File: src/rtl/minmax_stream_reduce.sv
// minmax_stream_reduce: reduces a framed stream of elements to its minimum or
// maximum value, reporting the winning index, the element count (saturating)
// and a sticky overflow flag. One frame is in flight at a time.
module minmax_stream_reduce #(
    parameter int WIDTH     = 16,
    parameter bit IS_SIGNED = 1'b1,
    parameter int IDX_WIDTH = 8
) (
    input  logic                 clk,
    input  logic                 rst_n,
    input  logic                 mode,
    input  logic                 in_valid,
    output logic                 in_ready,
    input  logic [WIDTH-1:0]     in_data,
    input  logic                 in_last,
    output logic                 out_valid,
    input  logic                 out_ready,
    output logic [WIDTH-1:0]     out_data,
    output logic [IDX_WIDTH-1:0] out_idx,
    output logic [IDX_WIDTH-1:0] out_cnt,
    output logic                 out_ovf
);

    typedef enum logic [1:0] {
        ST_IDLE  = 2'd0,
        ST_ACCUM = 2'd1,
        ST_DONE  = 2'd2
    } state_t;

    localparam logic [IDX_WIDTH-1:0] CNT_MAX = {IDX_WIDTH{1'b1}};
    localparam logic [IDX_WIDTH-1:0] CNT_ONE = {{(IDX_WIDTH-1){1'b0}}, 1'b1};

    state_t               r_state;
    state_t               w_state_nxt;
    logic                 r_armed;
    logic                 r_mode;
    logic                 r_ovf;
    logic [WIDTH-1:0]     r_acc;
    logic [IDX_WIDTH-1:0] r_idx;
    logic [IDX_WIDTH-1:0] r_cnt;

    logic                 w_in_fire;
    logic                 w_out_fire;
    logic                 w_lt;
    logic                 w_gt;
    logic                 w_better;

    // in_ready stays low until the first clock edge after reset release;
    // both handshake outputs decode from registers only.
    assign in_ready   = r_armed & (r_state != ST_DONE);
    assign out_valid  = (r_state == ST_DONE);
    assign w_in_fire  = in_valid & in_ready;
    assign w_out_fire = out_valid & out_ready;

    assign out_data = r_acc;
    assign out_idx  = r_idx;
    assign out_cnt  = r_cnt;
    assign out_ovf  = r_ovf;

    // Strict comparison of the incoming element against the running extreme.
    always_comb begin
        w_lt = 1'b0;
        w_gt = 1'b0;
        if (IS_SIGNED) begin
            w_lt = ($signed(in_data) < $signed(r_acc));
            w_gt = ($signed(in_data) > $signed(r_acc));
        end else begin
            w_lt = (in_data < r_acc);
            w_gt = (in_data > r_acc);
        end
        w_better = r_mode ? w_gt : w_lt;
    end

    // Next-state logic for the frame FSM.
    always_comb begin
        w_state_nxt = r_state;
        case (r_state)
            ST_IDLE: begin
                if (w_in_fire) begin
                    w_state_nxt = in_last ? ST_DONE : ST_ACCUM;
                end else begin
                    w_state_nxt = ST_IDLE;
                end
            end
            ST_ACCUM: begin
                if (w_in_fire && in_last) begin
                    w_state_nxt = ST_DONE;
                end else begin
                    w_state_nxt = ST_ACCUM;
                end
            end
            ST_DONE: begin
                if (w_out_fire) begin
                    w_state_nxt = ST_IDLE;
                end else begin
                    w_state_nxt = ST_DONE;
                end
            end
            default: begin
                w_state_nxt = ST_IDLE;
            end
        endcase
    end

    // State register plus the post-reset arming flag for in_ready.
    always_ff @(posedge clk or negedge rst_n) begin
        if (!rst_n) begin
            r_state <= ST_IDLE;
            r_armed <= 1'b0;
        end else begin
            r_state <= w_state_nxt;
            r_armed <= 1'b1;
        end
    end

    // Accumulator datapath: first beat loads, later beats keep the earliest
    // strictly-better element; the count saturates and flags overflow.
    always_ff @(posedge clk or negedge rst_n) begin
        if (!rst_n) begin
            r_acc  <= {WIDTH{1'b0}};
            r_idx  <= {IDX_WIDTH{1'b0}};
            r_cnt  <= {IDX_WIDTH{1'b0}};
            r_mode <= 1'b0;
            r_ovf  <= 1'b0;
        end else begin
            case (r_state)
                ST_IDLE: begin
                    if (w_in_fire) begin
                        r_acc  <= in_data;
                        r_idx  <= {IDX_WIDTH{1'b0}};
                        r_cnt  <= CNT_ONE;
                        r_mode <= mode;
                        r_ovf  <= 1'b0;
                    end
                end
                ST_ACCUM: begin
                    if (w_in_fire) begin
                        if (w_better) begin
                            r_acc <= in_data;
                            r_idx <= r_cnt;
                        end
                        if (r_cnt == CNT_MAX) begin
                            r_ovf <= 1'b1;
                        end else begin
                            r_cnt <= r_cnt + CNT_ONE;
                        end
                    end
                end
                default: begin
                    r_acc <= r_acc;
                end
            endcase
        end
    end

endmodule
File: config.mk
export PLATFORM = sky130hd
export DESIGN_NAME = minmax_stream_reduce
export DESIGN_NICKNAME = d
export VERILOG_FILES = /design/src/rtl/minmax_stream_reduce.sv
export SDC_FILE = /design/constraint.sdc
export NUM_CORES = 1
export LEC_CHECK = 0
export ABC_AREA = 1
export BUFFER_PORTS_ARGS = -buffer_cell sky130_fd_sc_hd__clkbuf_2
export CAP_MARGIN = 40
export CORE_MARGIN = 4
export CORE_UTILIZATION = 46
export CTS_CLUSTER_DIAMETER = 200
export CTS_CLUSTER_SIZE = 12
export DETAILED_ROUTE_END_ITERATION = 6
export PLACE_DENSITY_LB_ADDON = 0.15
export REMOVE_ABC_BUFFERS = 1
export SLEW_MARGIN = 10
export SYNTH_ARGS = -nofsm -noshare
export SYNTH_HDL_FRONTEND = slang
export SYNTH_SLANG_ARGS = --single-unit
File: constraint.sdc
create_clock -name clk -period 5.8 [get_ports clk]
set_input_delay 0 -clock clk [delete_from_list [all_inputs] [get_ports clk]]
set_output_delay 0 -clock clk [all_outputs]
set_load 0.02 [all_outputs]
==> impl_metrics.tcl <==
set metrics [dict create \
    synthArstFlopShare_pct 100.0 \
    first_pass_iters 4 \
    cp_data_required_time_ps 6020 \
    startpoint_type "flop" \
    grt-busiest-layer "met2" \
    gr-usage-met2_pct 31.11 \
    synth_top_flop_cell "dfrtp_1" \
    slew_headroom_pct 65.13 \
    critPathKind "reg2reg" \
    port_buffers 56 \
    fin_skew_ps 6.061 \
    ys_ff_latch 37 \
    drc 0 \
    holdWs_ps 157.1 \
    tns_ps 0 \
    min_path_cells 5 \
    cts_setup_buffers 0 \
    fp.dieW_um 76.44 \
    n_antenna_cell 0 \
    rsz0062_at_grt "no" \
    arrival_ps 2930 \
    p_per_area_nw_per_um2 395.9 \
    die-area_um2 5843 \
    use_met1_pct 19.99 \
    htree_levels 2 \
    yosysWarnings 0 \
    rows 24 \
    fin_crit_ps 2709 \
    final_area_um2 2785 \
    grt_use_met3_pct 4.019 \
    cts_sinks 37 \
    cts.path.max_buffers 2 \
    switching_share_pct 44.67 \
    r2r_start "out_data[15]$_DFFE_PN0P_" \
    grt_util_all_layers_pct 17.38 \
    slew_viol_final 0 \
    die_h_um 76.44 \
    fin_crit_sh_pct 46.71 \
    drt_wl_total_um 4806 \
    stdcell_count 406 \
    maxCapViolations 0 \
    max_freq_mhz 369.1 \
    clkPwrFrac_pct 15.9 \
    tritoncts "yes" \
    dpl_cell_area_um2 2495 \
    initial_core_util_pct 48.48 \
    wl_per_cell_um 11.84 \
    reg2reg_depth 12 \
    regToRegSetupSlack_ps 3090 \
    ys_seq_area_share_pct 42.97 \
    synth.distinct_cells 29 \
    reg2reg_to "out_data[9]$_DFFE_PN0P_" \
    area_growth_pct 29.27 \
    dp_cells 377 \
    critical_path_peak_fanout 25 \
    core-area_um2 4444 \
    num_vias 1953 \
    cts_buffers 5 \
    synthCells 274 \
    hpwl_um 3465 \
    fin_nets 392 \
    cts-root-buf "clkbuf_8" \
    antenna_found_initial 0 \
    switchingPower_uw 492.5 \
    status "finished, final reports clean" \
    final_hold_viol_count 0 \
    hold_class "in2reg" \
    io-pin-count 57 \
    power.leakage_uw 0.001560 \
    drt-initial-drc-count 98 \
    ir_drop_mv 0.1948 \
    min_to "out_ovf$_DFFE_PN0P_" \
    drive_above_1_share_pct 22.88 \
    syn_area_um2 2155 \
    grt_max_degree 28 \
    antenna_left 0 \
    routed_via_density 4.810 \
    grt_pass1_vias 1963 \
    path_clk_slew_ps 70 \
    worst_slew_pin_slew_ps 522.4 \
    p_seq_share_pct 36.7 \
    avgSynthCellArea_um2 7.863 \
    clkLatencyLatePin_ps 290 \
    p_int_uw 610.1 \
    overflow 0 \
    hold_path_startpoint "in_valid" \
    p_comb_share_pct 47.4 \
    synth_edf_count 0 \
    grt_pass1_wl_um 8431 \
    end_kind "flop" \
    finalSetupViolations 0 \
    place_congestion 0.7674 \
]
-- layout make-up --
class | instances | area, µm²
Multi-Input combinational cell | 190 | 1042
Clock buffer | 8 | 80.08
Inverter | 41 | 153.9
Sequential cell | 37 | 925.9
Tap cell | 52 | 65.06
Fill cell | 402 | 1659
Timing Repair Buffer | 78 | 518.0
-- stage by stage --
step           setup WS [ps]  power, µW  util [%]
2_1_floorplan           3511      757.7         -
3_3_place_gp            3229      910.1     55.52
3_5_place_dp            3110      924.7     56.14
4_1_cts                 3073       1114     62.67
5_1_grt                 2817       1199     62.67
6_report                3091       1103     62.67
-- power by group through the flow --
stage / sequential, µW / combinational (µW) / clock, µW
after CTS: 404 / 530 / 180
after global routing: 416 / 595 / 188
after floorplan: 495 / 263 / 0
final: 405 / 523 / 175
after global placement: 407 / 503 / 0
after detailed placement: 409 / 516 / 0
-- worst max-delay path: stages, from the launching register on --
cell,delay [ps]
dfrtp_1,390
inv_1,60
ha_1,330
nand2_1,90
o21bai_1,100
nand2_1,60
a21oi_1,200
nand3_1,110
nand3_1,110
nand3_2,430
nand2_2,560
nand2_1,110
nand2_1,80
-- cell usage after synthesis, drive strengths merged, types with 2 or more instances --
| cell | instances | area share (%) |
|---|---|---|
| nor3 | 5 | 2.2 |
| buf | 4 | 1.2 |
| ha | 17 | 9.9 |
| clkbuf | 2 | 0.35 |
| o21ai | 10 | 2.3 |
| dfrtp | 37 | 43 |
| inv | 40 | 7.0 |
| nand4 | 2 | 0.58 |
| nand3 | 33 | 8.1 |
| nor2 | 22 | 5.1 |
| a21oi | 9 | 2.1 |
| nand2 | 86 | 16 |
-- cell usage in the layout (no fill, tap or decap) --
cell / instances
inv_2: 6
nor2_4: 1
buf_16: 1
ha_1: 17
clkbuf_1: 3
nor2_2: 1
o22ai_1: 1
nand2_1: 81
a21o_1: 1
o21bai_1: 1
dfrtp_1: 37
inv_1: 34
nor3b_2: 1
nor3_4: 2
clkinv_1: 1
o21ai_0: 1
dlygate4sd3_1: 21
nor2_1: 19
a21oi_1: 9
o21a_1: 1
nor2_8: 1
nand3_2: 2
clkbuf_2: 56
nand4_1: 2
nand2_4: 2
conb_1: 1
clkbuf_8: 5
nand2_2: 3
o21ai_1: 9
nor3_1: 3
nand3_1: 31
-- sequential cells by signal (all words and copies together) (netlist names) --
name / cells
out_data: 16
out_cnt: 8
out_idx: 8
r_state: 2
out_ovf: 1
r_armed: 1
r_mode: 1
-- timing repair --
action,CTS,global route
resized for setup,0,0
hold buffers,21,0
endpoints found under the hold margin,35,0
-- worst max path at each step --
stage / endpoint / start / slack (ps)
3_3_place_gp: out_idx[2]$_DFFE_PN0P_ / out_data[15]$_DFFE_PN0P_ / 3230
2_1_floorplan: out_data[0]$_DFFE_PN0P_ / out_data[15]$_DFFE_PN0P_ / 3510
4_1_cts: out_data[9]$_DFFE_PN0P_ / out_data[15]$_DFFE_PN0P_ / 3070
3_5_place_dp: out_data[9]$_DFFE_PN0P_ / out_data[15]$_DFFE_PN0P_ / 3110
6_report: out_data[9]$_DFFE_PN0P_ / out_data[15]$_DFFE_PN0P_ / 3090
5_1_grt: out_data[3]$_DFFE_PN0P_ / out_data[15]$_DFFE_PN0P_ / 2820
-- kinds of logic (layout without fill, tap and decap cells) --
| group | after synthesis | in the layout | share of synthesized area (%) |
|---|---|---|---|
| buf+inv | 47 | 127 | 8.652 |
| fa+ha+maj | 17 | 17 | 9.872 |
| other cells | 1 | 1 | 0.1740 |
| compound gates | 23 | 23 | 5.749 |
| simple gates | 149 | 149 | 32.58 |
| flops | 37 | 37 | 42.97 |
-- layer usage --
| layer | share of wire (%) | vias up | wire, µm |
|---|---|---|---|
| met1 | 45 | 875 | 2150 |
| met4 | 1.7 | 0 | 82 |
| li1 | - | 1025 | - |
| met2 | 49 | 44 | 2360 |
| met5 | 0 | - | 0 |
| met3 | 4.4 | 9 | 212 |
No activity file was read; power rests on OpenSTA's default activity.
